$ cat src/rtl/am_burst_scheduler_if.sv
// Handshake bundle between the distance path, the burst scheduler and the AM DAC.
// The scheduler uses the slave modport; the distance source/DAC side uses master.
interface am_burst_scheduler_if #(
  parameter int WIDTH = 13
);
  logic             run;
  logic [WIDTH-1:0] distance;
  logic             distance_valid;
  logic             dac_enable;
  logic [WIDTH-1:0] dac_distance;
  logic             busy;
  logic             burst_start;

  modport master (
    output run, distance, distance_valid,
    input  dac_enable, dac_distance, busy, burst_start
  );

  modport slave (
    input  run, distance, distance_valid,
    output dac_enable, dac_distance, busy, burst_start
  );
endinterface

$ cat src/rtl/am_burst_scheduler.sv
// Parking-sensor beeper: turns distance samples into DAC tone bursts whose gap shrinks with distance.
// Outputs are registered one cycle behind the state register; no backpressure, samples are strobes.
module am_burst_scheduler #(
  parameter int WIDTH         = 13,
  parameter int LOG2_MAX_DIST = 11,
  parameter int TICK_DIV      = 50000,
  parameter int ON_TICKS      = 50,
  parameter int OFF_SHIFT     = 3,
  parameter int CONT_DIST     = 64
) (
  input logic             clk,
  input logic             reset,
  am_burst_scheduler_if.slave bus
);

  localparam int OFF_MAX = (2 ** LOG2_MAX_DIST) >> OFF_SHIFT;
  localparam int CNT_MAX = (ON_TICKS > OFF_MAX) ? ON_TICKS : OFF_MAX;
  localparam int CW      = $clog2(CNT_MAX + 1);
  localparam int PW      = $clog2(TICK_DIV);

  localparam logic [WIDTH:0]  MAX_DIST_W = (WIDTH + 1)'(2 ** LOG2_MAX_DIST);
  localparam logic [WIDTH:0]  CONT_W     = (WIDTH + 1)'(CONT_DIST);
  localparam logic [PW-1:0]   TICK_LAST  = PW'(TICK_DIV - 1);
  localparam logic [CW-1:0]   ON_LOAD    = CW'(ON_TICKS - 1);

  typedef enum logic [1:0] {
    S_IDLE = 2'd0,
    S_ON   = 2'd1,
    S_OFF  = 2'd2
  } state_t;

  state_t           state_q, state_d;
  logic [PW-1:0]    presc_q, presc_d;
  logic [CW-1:0]    cnt_q, cnt_d;
  logic [WIDTH-1:0] latched_q, latched_d;
  logic [WIDTH-1:0] shadow_q;
  logic             have_q;
  logic             start_q, start_d;
  logic             dac_enable_q;
  logic [WIDTH-1:0] dac_distance_q;
  logic             busy_q;
  logic             burst_start_q;

  logic [WIDTH-1:0] eff;
  logic             eff_ok;
  logic             eff_cont;
  logic             lat_cont;
  logic             tick;
  logic             go_on;
  logic [WIDTH-1:0] off_ticks;
  logic [CW-1:0]    off_load;

  always_comb begin
    eff       = bus.distance_valid ? bus.distance : shadow_q;
    eff_ok    = {1'b0, eff} < MAX_DIST_W;
    eff_cont  = {1'b0, eff} < CONT_W;
    lat_cont  = {1'b0, latched_q} < CONT_W;
    tick      = (state_q != S_IDLE) && (presc_q == TICK_LAST);
    off_ticks = latched_q >> OFF_SHIFT;
    // OFF time is floored at one tick, so a zero shift result loads the same as one.
    off_load  = (off_ticks == '0) ? '0 : CW'(off_ticks - WIDTH'(1));

    state_d   = state_q;
    presc_d   = tick ? '0 : presc_q + PW'(1);
    cnt_d     = cnt_q;
    latched_d = latched_q;
    start_d   = 1'b0;
    go_on     = 1'b0;

    if (!bus.run) begin
      state_d = S_IDLE;
    end else begin
      case (state_q)
        S_IDLE: begin
          if ((have_q || bus.distance_valid) && eff_ok) go_on = 1'b1;
        end
        S_ON: begin
          if (tick) begin
            if (cnt_q != '0) begin
              cnt_d = cnt_q - CW'(1);
            end else if (!eff_ok) begin
              state_d = S_IDLE;
            end else if (lat_cont && eff_cont) begin
              go_on = 1'b1;
            end else begin
              state_d = S_OFF;
              cnt_d   = off_load;
            end
          end
        end
        S_OFF: begin
          if (tick) begin
            if (cnt_q != '0) cnt_d = cnt_q - CW'(1);
            else if (!eff_ok) state_d = S_IDLE;
            else go_on = 1'b1;
          end
        end
        default: state_d = S_IDLE;
      endcase
    end

    if (go_on) begin
      state_d   = S_ON;
      latched_d = eff;
      cnt_d     = ON_LOAD;
      start_d   = 1'b1;
    end

    // Every state entry (including ON re-entry) restarts the tick phase.
    if (go_on || (state_d != state_q) || (state_d == S_IDLE)) presc_d = '0;
  end

  always_ff @(posedge clk or posedge reset) begin
    if (reset) begin
      state_q        <= S_IDLE;
      presc_q        <= '0;
      cnt_q          <= '0;
      latched_q      <= '0;
      shadow_q       <= '0;
      have_q         <= 1'b0;
      start_q        <= 1'b0;
      dac_enable_q   <= 1'b0;
      dac_distance_q <= '0;
      busy_q         <= 1'b0;
      burst_start_q  <= 1'b0;
    end else begin
      state_q       <= state_d;
      presc_q       <= presc_d;
      cnt_q         <= cnt_d;
      latched_q     <= latched_d;
      start_q       <= start_d;
      dac_enable_q  <= (state_q == S_ON);
      busy_q        <= (state_q != S_IDLE);
      burst_start_q <= start_q;
      if (state_q == S_ON) dac_distance_q <= latched_q;
      if (bus.distance_valid) begin
        shadow_q <= bus.distance;
        have_q   <= 1'b1;
      end
    end
  end

  assign bus.dac_enable   = dac_enable_q;
  assign bus.dac_distance = dac_distance_q;
  assign bus.busy         = busy_q;
  assign bus.burst_start  = burst_start_q;

endmodule

$ cat src/flat_wrapper.sv
// flat-port wrapper written by rule: the top's interface ports become plain ports
module am_burst_scheduler_flat 
#(
  parameter int WIDTH         = 13,
  parameter int LOG2_MAX_DIST = 11,
  parameter int TICK_DIV      = 50000,
  parameter int ON_TICKS      = 50,
  parameter int OFF_SHIFT     = 3,
  parameter int CONT_DIST     = 64
)
  (clk, reset, bus_run, bus_distance, bus_distance_valid, bus_dac_enable, bus_dac_distance, bus_busy, bus_burst_start);
  am_burst_scheduler_if #(.WIDTH(WIDTH)) bus_i ();
  input logic clk;
  input logic reset;
  input wire logic [$bits(bus_i.run)-1:0] bus_run;
  input wire logic [$bits(bus_i.distance)-1:0] bus_distance;
  input wire logic [$bits(bus_i.distance_valid)-1:0] bus_distance_valid;
  output wire logic [$bits(bus_i.dac_enable)-1:0] bus_dac_enable;
  output wire logic [$bits(bus_i.dac_distance)-1:0] bus_dac_distance;
  output wire logic [$bits(bus_i.busy)-1:0] bus_busy;
  output wire logic [$bits(bus_i.burst_start)-1:0] bus_burst_start;
  assign bus_i.run = bus_run;
  assign bus_i.distance = bus_distance;
  assign bus_i.distance_valid = bus_distance_valid;
  assign bus_dac_enable = bus_i.dac_enable;
  assign bus_dac_distance = bus_i.dac_distance;
  assign bus_busy = bus_i.busy;
  assign bus_burst_start = bus_i.burst_start;
  am_burst_scheduler #(.WIDTH(WIDTH), .LOG2_MAX_DIST(LOG2_MAX_DIST), .TICK_DIV(TICK_DIV), .ON_TICKS(ON_TICKS), .OFF_SHIFT(OFF_SHIFT), .CONT_DIST(CONT_DIST)) u_core (.clk(clk), .reset(reset), .bus(bus_i));
endmodule
$ cat config.mk
export PLATFORM = sky130hd
export DESIGN_NAME = am_burst_scheduler_flat
export DESIGN_NICKNAME = d
export VERILOG_FILES = /design/src/rtl/am_burst_scheduler_if.sv /design/src/rtl/am_burst_scheduler.sv /design/src/flat_wrapper.sv
export SDC_FILE = /design/constraint.sdc
export NUM_CORES = 1
export LEC_CHECK = 0
export CAP_MARGIN = 20
export CORE_MARGIN = 3
export CORE_UTILIZATION = 31
export CTS_CLUSTER_SIZE = 20
export DETAILED_ROUTE_END_ITERATION = 16
export PLACE_DENSITY = 0.49
export SETUP_SLACK_MARGIN = 0.4
export SLEW_MARGIN = 10
export SYNTH_ARGS = -nofsm -noshare
export SYNTH_HDL_FRONTEND = slang
export SYNTH_SLANG_ARGS = --single-unit
$ cat constraint.sdc
create_clock -name clk -period 3.11 [get_ports clk]
set_clock_uncertainty 0.1 [all_clocks]
set_input_delay 0.7775 -clock clk [delete_from_list [all_inputs] [get_ports clk]]
set_output_delay 0.7775 -clock clk [all_outputs]
set_load 0.02 [all_outputs]
# Word level (Yosys, flattened, before mapping)
# Cells that the tools add are included.
[word_totals]
regBits = 71
latch_bits = 0
ram_bits = 0
mem_bits_ro = 0
output_inout_bits = 16
wordCells = 74
n_memories = 0
[classes]
add_sub_neg = 3
n_mul = 0
div_mod_pow = 0
magnitude_cmp = 3
eq_ne = 9
shift = 0
n_mux = 34
bitwise = 0
n_reduce_logical = 14
[op_table]
columns = ["operator", "count"]
rows = [
  ["2-to-1 mux 9 bit", 9],
  ["2-to-1 mux 16 bit", 2],
  ["less-than comparator 13 x 7 -> 1 bit (second input constant)", 2],
  ["2-to-1 mux 2 bit", 9],
  ["case mux 9 bit (2 select lines)", 1],
  ["subtractor 9 x 1 -> 9 bit (second input constant)", 2],
  ["adder 16 x 1 -> 16 bit (second input constant)", 1],
  ["equality test 16 bit (second input constant)", 1],
  ["zero test 13 bit", 1],
  ["less-than comparator 13 x 12 -> 1 bit (second input constant)", 1],
  ["2-to-1 mux 13 bit", 1],
  ["2-to-1 mux 1 bit", 10],
  ["!= test 3 x 1 -> 1 bit (second input constant)", 3],
  ["nonzero test 9 bit", 1],
  ["AND reduction 7 bit", 1],
  ["case mux 2 bit (3 select lines)", 1],
  ["zero test 2 bit", 2],
  ["!= test 4 x 1 -> 1 bit (second input constant)", 1],
  ["!= test 4 x 2 -> 1 bit (second input constant)", 1],
  ["nonzero test 2 bit", 2],
  ["logical AND 1 bit", 3],
  ["logical OR 1 bit", 3],
  ["case mux 1 bit (3 select lines)", 1],
  ["nonzero test 3 bit", 1],
  ["3 further kinds", 3],
]

# Longest topological paths before layout
# Gate-level depths: netlist (run 1).
[logic_depth]
depth_word = 14
mapped_depth = 11
mapped_depth_nobuf = 10

# Least setup slack after synthesis (run 1)
# Ideal clock, no wire load.
[synth_path]
kind = "input -> register"
from = "input port bus_distance_valid"
to = "register u_core.latched_q[0]"
setup_ns = 0.127
t_arrival_ns = 2.637
t_required_ns = 2.883
setup_slack_ns = 0.246
stages = 8
n_path_buf = 2
path_cell_list = "buf_2 -> mux2_2 -> o41ai_2 -> a41o_2 -> nand2_2 -> clkinv_2 -> buf_6 -> mux2_1"
[synth_between]
elab_chain_len = 9
elab_cells_between_ends = 16
[synth_rtl]
columns = ["element", "line", "text"]
rows = [
  ["start, declared", "flat_wrapper.sv:17", "input wire logic [$bits(bus_i.distance_valid)-1:0] bus_distance_valid;"],
  ["2-to-1 mux 13 bit *", "--", ""],
  ["net u_core.eff[8]", "am_burst_scheduler.sv:44", "logic [WIDTH-1:0] eff;"],
  ["less-than comparator 13 x 7 -> 1 bit", "am_burst_scheduler.sv:56", "eff_cont = {1'b0, eff} < CONT_W;"],
  ["logical AND 1 bit", "am_burst_scheduler.sv:83", "end else if (lat_cont && eff_cont) begin"],
  ["2-to-1 mux 1 bit", "am_burst_scheduler.sv:83", ""],
  ["2-to-1 mux 1 bit", "am_burst_scheduler.sv:81", "end else if (!eff_ok) begin"],
  ["2-to-1 mux 1 bit", "am_burst_scheduler.sv:79", "if (cnt_q != '0) begin"],
  ["2-to-1 mux 1 bit", "am_burst_scheduler.sv:78", "if (tick) begin"],
  ["case mux 1 bit (3 select lines) *", "am_burst_scheduler.sv:73", "case (state_q)"],
  ["2-to-1 mux 1 bit *", "am_burst_scheduler.sv:70", "if (!bus.run) begin"],
  ["net u_core.go_on", "am_burst_scheduler.sv:49", "logic go_on;"],
  ["end signal, assigned", "am_burst_scheduler.sv:130", "latched_q <= latched_d;"],
  ["end, declared", "am_burst_scheduler.sv:35", "logic [WIDTH-1:0] latched_q, latched_d;"],
]
# The timed path passes the listed nets; every way through them passes the cells marked *.
# A chain may end at the register's enable or synchronous reset.

# Worst setup path after layout (run 1)
[layout_path]
from = "register u_core.cnt_q[1]"
to = "register u_core.latched_q[9]"
[layout_between]
elab_chain_len = 5
elab_cells_between_ends = 7
[layout_rtl]
columns = ["element", "line", "text"]
rows = [
  ["start, declared", "am_burst_scheduler.sv:34", "logic [CW-1:0] cnt_q, cnt_d;"],
  ["start signal, assigned", "am_burst_scheduler.sv:129", "cnt_q <= cnt_d;"],
  ["nonzero test 9 bit *", "am_burst_scheduler.sv:79, am_burst_scheduler.sv:93", ""],
  ["2-to-1 mux 1 bit (on tied branches)", "am_burst_scheduler.sv:93, am_burst_scheduler.sv:79", ""],
  ["2-to-1 mux 1 bit (on tied branches)", "am_burst_scheduler.sv:92, am_burst_scheduler.sv:78", ""],
  ["case mux 1 bit (3 select lines) *", "am_burst_scheduler.sv:73", ""],
  ["2-to-1 mux 1 bit *", "am_burst_scheduler.sv:70", ""],
]
# Every way passes the cells marked *; elsewhere a longest branch is shown, timed or not.

==> flow_results.org, run 1 <==
** Clock tree
- The H-tree was split into 3 levels.
- Clock root buffer :: sky130_fd_sc_hd__clkbuf_8
- Num CTS Buffers :: 9
- Worst-skew pair later-pin latency :: 0.35 ns
- TritonCTS built the clock tree.
- The number of hold buffers added after CTS was 0.
- Clock sink count :: 71
- Clock transition at the registers of the reported paths :: 0.08 ns
- Counting along the longest clock path gives a buffer depth of 2.

** Placed design
- Detailed Place HPWL :: approximately 5200 µm
- Cells after DPL :: 484
- Port buffering added 32 buffers.
- Final Wtd Congestion :: 0.8019

** Outcome
- The flow ran to the end, and the final reports show no timing, DRC or antenna violations.

** Floorplan
- Number of placement rows :: 37
- Io pins :: 33
- Core Region :: 0.01060 mm²
- Die Span Y :: 111.7 µm
- For this configuration, the core starts out at a cell density of 0.3267.
- The die covers 0.01248 mm².
- Die width :: 111.7 µm

** Critical path
- Startpoint type of the worst setup path :: register
- Crit Path Category :: register to register
- Max FO, Critical Path :: 6
- For flop-to-flop paths, the worst setup slack is 0.45 ns.
- STA classifies the critical path endpoint as a register.
- Data required time of the worst path :: ~3.2 ns
- Crit path DAT :: 2.78 ns

** Route
- Post-detailed-route DRC marker count :: 0
- DR iter-0 viols :: approximately 120
- TritonRoute pass-1 iters :: 4
- Number of vias after detailed routing :: 2516
- Routed wire length :: between 7000 and 8000 µm
- Number of vias per cell after detailed routing :: 4.885
- Antenna viol nets, final :: 0
- Final routed wire length divided by cell count :: 14.71 µm

** Cells and area
- Number of standard cells in the final layout excluding fillers :: a little over 500
- Antenna cells :: 0
- Layout cell share with drive strength beyond 1 :: 0.3536
- At the end of the flow, the number of nets in the layout was 398.
- From synthesis to final layout, the design area changed by 34.10%.

** Worst hold path
- Class of the tightest hold or removal check :: register to register

** Global route
- Total global routing overflow :: 0
- The number of antenna violations at the first check in global routing came to 0.
- Maximum number of pins on one net before global-route repair :: 46
- Vias in the first global route :: ~2600
- The first global-routing pass estimated between 10000 and 15000 µm of wire.
- Global-route total usage across every layer :: 0.1293

** Power and ir drop
- Power density normalized to cell area :: 625.6 mW/mm²
- Cell leakage power :: 1.953 nW
- Across the VDD grid, the largest voltage drop is around 300 µV.

** Timing
- Transition time at the pin with the least slew margin :: 0.6021 ns
- # setup viols final :: 0
- Measured against its own limit, the worst slew margin works out to 0.5980.
- The final hold violation count is 0.
- Smallest hold slack :: 0.2568 ns
- Derived from the worst setup path, the maximum achievable clock frequency is 376.5 MHz.
- Setup repair after global routing could not meet its margin everywhere.
- Post-layout min period :: 2.656 ns
- Final worst-path cycle share :: 0.8540
- Max-slew violation total from the final report :: 0

** Logic synthesis
- Net count after synthesis :: between 300 and 400
- Synthesis produced 300 cells.
- Number of distinct library cell variants in the gate-level netlist after synthesis :: 57
- The share of synthesized area in the top cell type comes to 0.5130.
- Ranked by total cell area, the synthesized netlist is headed by sky130_fd_sc_hd__dfrtp_1 (51%), sky130_fd_sc_hd__mux2_2 (11%), sky130_fd_sc_hd__xnor2_1 (3.3%).
- Largest area contributor in the netlist :: sky130_fd_sc_hd__dfrtp_1
- Avg Inst Size Synth :: 11.54 µm²
- Commonest cells in the netlist :: sky130_fd_sc_hd__dfrtp_1 (71), sky130_fd_sc_hd__mux2_2 (33), sky130_fd_sc_hd__nor2_1 (16)
- Counting flops and latches in the post-synthesis netlist gives 71.
- Most common cell in the synthesized netlist :: sky130_fd_sc_hd__dfrtp_1
- Yosys printed 0 warnings.
- Async set-or-reset flop fraction in the synthesized netlist :: 1.000
- Share of the yosys chip area belonging to registers :: 0.5130
- The mapped netlist covers ~0.0035 mm².
- Among all flip-flop cells after synthesis, the most frequent one is sky130_fd_sc_hd__dfrtp_1.
- Number of flops mapped to enable cells by yosys :: 0

** Run
- Across the run, the number of max-cap violations was 0.
==> state kept, by name (all words and copies together), names as in the netlist <==
name	cells
u_core.presc_q	16
u_core.bus.dac_distance	13
u_core.cnt_q	9
u_core.shadow_q	13
u_core.bus.burst_start	1
u_core.latched_q	13
u_core.bus.busy	1
u_core.start_q	1
u_core.bus.dac_enable	1
u_core.state_q	2
u_core.have_q	1
==> power breakdown <==
group / internal (W) / switching (W) / leakage [nW] / total [W]
registers: 0.00110 / 0.000135 / 0.894 / 0.00123
logic: 0.000453 / 0.000383 / 0.946 / 0.000835
clock network: 0.000477 / 0.000360 / 0.113 / 0.000837
total: 0.00203 / 0.000877 / 1.95 / 0.00291
==> cells in the final DEF, fill, tap and decap left out, types with 3 or more instances in the layout <==
cell type	count
sky130_fd_sc_hd__dfrtp_1	70
sky130_fd_sc_hd__buf_4	36
sky130_fd_sc_hd__mux2_2	32
sky130_fd_sc_hd__clkdlybuf4s50_1	27
sky130_fd_sc_hd__nor2_1	15
sky130_fd_sc_hd__nand2_1	14
sky130_fd_sc_hd__xnor2_1	13
sky130_fd_sc_hd__clkbuf_8	10
sky130_fd_sc_hd__nand3_1	9
sky130_fd_sc_hd__nor2_2	8
sky130_fd_sc_hd__o21ai_0	8
sky130_fd_sc_hd__nor3_2	6
sky130_fd_sc_hd__inv_1	6
sky130_fd_sc_hd__and3_1	6
sky130_fd_sc_hd__nor3_1	6
sky130_fd_sc_hd__xor2_1	6
sky130_fd_sc_hd__ha_1	6
sky130_fd_sc_hd__a21oi_1	5
sky130_fd_sc_hd__nor3_4	4
sky130_fd_sc_hd__and2_1	4
sky130_fd_sc_hd__o22ai_1	4
sky130_fd_sc_hd__dlygate4sd2_1	4
sky130_fd_sc_hd__or3_1	3
sky130_fd_sc_hd__nor3b_1	3
sky130_fd_sc_hd__nand2b_1	3
sky130_fd_sc_hd__inv_2	3
sky130_fd_sc_hd__nand4_1	3
==> worst paths after layout <==
path,end,depth (start not counted),startpoint
min in group asynchronous,u_core.presc_q[15]$_DFF_PP0_,2,reset
min reg2reg,u_core.bus.burst_start$_DFF_PP0_,0,u_core.start_q$_DFF_PP0_
min,u_core.bus.burst_start$_DFF_PP0_,0,u_core.start_q$_DFF_PP0_
max reg2reg,u_core.latched_q[9]$_DFFE_PP0P_,9,u_core.cnt_q[1]$_DFFE_PP0P_
max,u_core.latched_q[9]$_DFFE_PP0P_,9,u_core.cnt_q[1]$_DFFE_PP0P_
max in group asynchronous,u_core.latched_q[10]$_DFFE_PP0P_,3,reset
==> worst max-delay path, stage by stage (launching register included) <==
cell	delay, ns
sky130_fd_sc_hd__dfrtp_1	0.40
sky130_fd_sc_hd__inv_2	0.08
sky130_fd_sc_hd__ha_4	0.13
sky130_fd_sc_hd__or4b_4	0.47
sky130_fd_sc_hd__or2_4	0.26
sky130_fd_sc_hd__nor3_4	0.25
sky130_fd_sc_hd__a41o_4	0.28
sky130_fd_sc_hd__nand2_4	0.12
sky130_fd_sc_hd__inv_8	0.12
sky130_fd_sc_hd__mux2_2	0.33
==> metal layers <==
layer  global-route usage  up-vias  part of all wire  routed length (µm)
met5                    0        -                 0                   0
met4              0.04217        0             0.014                 105
met3              0.04185        8             0.030                 227
met2               0.1950       28              0.45                3402
met1               0.1762     1243              0.51                3839
li1                     -     1237                 -                   -
==> layout make-up <==
cell class | count | area, µm²
Sequential cell | 71 | 1778
Fill cell | 1010 | 5957
Clock buffer | 10 | 137.6
Inverter | 10 | 45.04
Tap cell | 136 | 170.2
Clock inverter | 6 | 90.09
Timing Repair Buffer | 72 | 666.9
Multi-Input combinational cell | 209 | 1748
Timing Repair inverter | 1 | 8.758
==> cells by family (layout without fill, tap and decap cells) <==
kind of cell,count (synthesis),after routing,synth area share
multiplexers,36,36,0.1167
adder cells (fa/ha/maj),7,7,0.02529
AND/OR/NAND/NOR,104,104,0.1720
AO/OA/AOI/OAI,43,43,0.09538
XOR/XNOR,19,19,0.04805
flip-flops,71,71,0.5130
buffers and inverters,20,99,0.02962
==> metrics by stage <==
stage / instance area, µm² / setup TNS, ns / setup slack (ns) / utilization / total power [W]
finish: 4644 / 0 / 0.4541 / 0.4381 / 0.002906
floorplan: 3498 / 0 / 0.4248 / - / 0.001689
global placement: 4145 / -2.851 / -0.1406 / 0.3910 / 0.002015
global route: 4644 / 0 / 0.3500 / 0.4381 / 0.003074
CTS: 4527 / 0 / 0.4121 / 0.4270 / 0.002901
detailed placement: 4145 / -3.265 / -0.1643 / 0.3910 / 0.002022
==> what timing repair did <==
item                       in CTS  in global routing
cloned                          2                  0
hold endpoints to repair        0                  0
setup buffers                   9                  4
resized for setup              17                 19
pin swaps                       7                 12
setup endpoints to repair      38                 36
Note: power is estimated with default switching activity, not from simulation.
==> run 2: changes to the inputs <==
Settings changed: CORE_UTILIZATION 31 to 57, PLACE_DENSITY 0.49 to 0.8.
==> flow_results.org, run 2 (synthesis results as in run 1) <==
** Placed design
- Final Wtd Congestion :: 0.9642 (+20%)
- The worst slack at placement was -0.1400 ns (+0.02426 ns).
- Cells after DPL :: 414 (-14%)
- Port bufs :: 32 (unchanged)
- Detailed Place HPWL :: 4874 µm (-6.1%)

** Run
- The reported max-cap violation count was 0 (unchanged).

** Power and ir drop
- Cell leakage power :: 1.906 nW (-2.4%)
- Total net switching power :: 0.0008708 W (-0.73%)
- The combinational group share of total power is 0.294 (+0.007).
- The internal power was 0.001903 W (-6.2%).
- The clock network fraction of design power is 0.260 (-0.028).
- Sequential cell fraction of total power :: 0.446 (+0.022)
- The worst-case vdd ir drop is 534.9 µV (+79%).
- The switching part of the total was 0.3139 (+0.01199).
- The power per standard cell area was 633.1 mW/mm² (+1.2%).

** Critical path
- Max FO, Critical Path :: 7 (+1)
- Startpoint type of the worst setup path :: register
- Among cell families on the critical path, the largest total delay comes from simple AND/OR/NAND/NOR gates.
- STA classifies the critical path endpoint as a register.
- Crit Path Category :: register to register
- Crit path DAT :: 2.85 ns (+0.07 ns)
- The delay of the slowest cell on the worst path came to 0.47 ns (about the same).
- Sequence of cells on the critical path :: inv_1 > ha_4 > or4b_4 > or2_4 > nor3_4 > a41o_2 > nand2_4 > clkinv_4 > mux2_2
- Cell with the largest stage delay on the worst path :: sky130_fd_sc_hd__or4b_4
- WP buf/inv :: 2 (unchanged)
- Data required time of the worst path :: 3.25 ns (about the same)

** Timing
- The max-slew violation count came to 0 (unchanged).
- The worst setup slack after layout was 0.3980 ns (-0.05613 ns).
- Final worst-path cycle share :: 0.8720 (+0.01805)
- The normalized max-slew margin is 0.7392 (+0.1412).
- Post-Route Setup TNS :: 0 ns (unchanged)
- RSZ-0062 raised after global routing :: true
- The final count of negative-setup-slack endpoints came to 0 (unchanged).
- The final hold violation count was 0 (unchanged).
- Smallest hold slack :: 0.2705 ns (+0.01376 ns)
- The maximum clock frequency was 368.7 MHz (-2.1%).
- Transition time at the pin with the least slew margin :: 0.3895 ns (-0.2126 ns)
- The shortest clock period the worst path allows after layout came to 2.712 ns (+0.05613 ns).

** Global route
- Global-route total usage across every layer :: 0.2215 (+0.09220)
- The maximum number of pins on one net before global-route repair is 72 (+57%).
- Total global routing overflow :: 0 (unchanged)
- The number of global-route vias before repair was 2596 (-0.077%).
- First-pass GRT wire length :: 12500 µm (-4.5%)
- Number of antenna violations at the first check in global routing :: 0 (unchanged)

** Clock tree
- The H-tree depth was 3 (unchanged).
- TritonCTS clock tree :: built
- Worst-skew pair later-pin latency :: 0.35 ns (about the same)
- Count of hold-fix buffers inserted at cts :: 0 (unchanged)
- The buffer depth of the longest clock path was 2 (unchanged).
- Clock sink count :: 71 (unchanged)
- Num CTS Buffers :: 9 (unchanged)
- Clock root buffer :: sky130_fd_sc_hd__clkbuf_8
- Clock transition at the registers of the reported paths :: 0.08 ns (about the same)

** Route
- Antenna viol nets, final :: 0 (unchanged)
- Routed wire length :: 7450 µm (-1.6%)
- Post-detailed-route DRC marker count :: 0 (unchanged)
- Number of vias after detailed routing :: 2548 (+1.3%)
- TritonRoute pass-1 iters :: 4 (unchanged)
- DR iter-0 viols :: 214 (+86%)
- The post-detailed-route via-to-cell ratio came to 5.765 (+18%).
- Final routed wire length divided by cell count :: 16.86 µm (+15%)

** Cells and area
- Area added between synthesis and finish :: 26.52%
- Antenna cells :: 0 (unchanged)
- Leaving out fill and tap cells, the most frequent cell in the layout is sky130_fd_sc_hd__dfrtp_1.
- Nets@finish :: 389 (-2.3%)
- Storage cell area :: 0.001778 mm² (unchanged)
- Combined area of the multi-input logic cells :: 0.001684 mm² (-3.7%)
- Number of standard cells in the final layout excluding fillers :: 442 (-14%)
- Final core area utilization :: 0.7720 (+0.3339)
- The number of fill cells is 355 (-65%).
- Most used cells in the layout excluding fill and tap cells :: sky130_fd_sc_hd__dfrtp_1 (70), sky130_fd_sc_hd__mux2_2 (31), sky130_fd_sc_hd__clkdlybuf4s50_1 (27), sky130_fd_sc_hd__buf_4 (27), sky130_fd_sc_hd__nor2_1 (15)
- Layout cell share with drive strength beyond 1 :: 0.3108 (-0.04275)
- The number of flip-flops in the largest register was 16 (unchanged).
- Register bank with the most flops :: u_core.presc_q

** Floorplan
- Core Region :: 0.005675 mm² (-46%)
- The vertical extent of the die is 83.95 µm (-25%).
- Area enclosed by the die boundary :: 0.007048 mm² (-44%)
- Io pins :: 33 (unchanged)
- Number of placement rows :: 27 (-27%)
- Initial core utilization :: 0.6102 (+0.2835)
- Die width :: 83.95 µm (-25%)

** Worst hold path
- The path class of the tightest hold or removal check is register to register.

** Outcome
- Run status :: complete, no violations
## run 2: cell type report
class,count,area share
flip-flops and latches,71,0.4058
clock buffers,11,0.02998
repair inverters,1,0.001999
well taps,72,0.02056
repair buffers,63,0.1342
multi-input cells,209,0.3844
inverters,10,0.009709
clock inverters,5,0.01342
## run 2: what timing repair did
item	in CTS	in global routing
resized for setup	6	17
cloned	1	0
pin swaps	5	8
endpoints found under the setup margin	35	37
buffers inserted	1	10
## run 2: power by group through the flow
stage	Sequential [W]	Clock (W)	Combinational, W
finish	0.00124	0.000722	0.000814
detailed placement	0.00125	0	0.000756
global route	0.00126	0.000780	0.000881
floorplan	0.00131	0	0.000377
CTS	0.00124	0.000735	0.000765
global placement	0.00124	0	0.000742
## run 2: stage by stage
stage / total power [W] / instance area [µm²]
6_report: 0.002774 / 4382
3_5_place_dp: 0.002006 / 4020
4_1_cts: 0.002736 / 4249
2_1_floorplan: 0.001689 / 3498
5_1_grt: 0.002926 / 4382
3_3_place_gp: 0.001986 / 4020
## run 2: per-layer routing
layer / vias up / global-route usage / wire, µm
met3: 9 / 0.06022 / 452
met5: - / 0 / 0
met1: 1248 / 0.2948 / 3292
li1: 1210 / - / -
met4: 0 / 0.07602 / 99
met2: 81 / 0.3507 / 3605
## run 2: worst paths after layout
kind / from / to / slack [ns] / cells after the start
setup / recovery: u_core.cnt_q[1]$_DFFE_PP0P_ / u_core.latched_q[1]$_DFFE_PP0P_ / 0.40 / 9
hold / removal: u_core.start_q$_DFF_PP0_ / u_core.bus.burst_start$_DFF_PP0_ / 0.27 / 0
setup reg to reg: u_core.cnt_q[1]$_DFFE_PP0P_ / u_core.latched_q[1]$_DFFE_PP0P_ / 0.40 / 9
hold reg to reg: u_core.start_q$_DFF_PP0_ / u_core.bus.burst_start$_DFF_PP0_ / 0.27 / 0
max in group asynchronous: reset / u_core.presc_q[4]$_DFF_PP0_ / 1.88 / 3
min in group asynchronous: reset / u_core.presc_q[15]$_DFF_PP0_ / 0.72 / 3
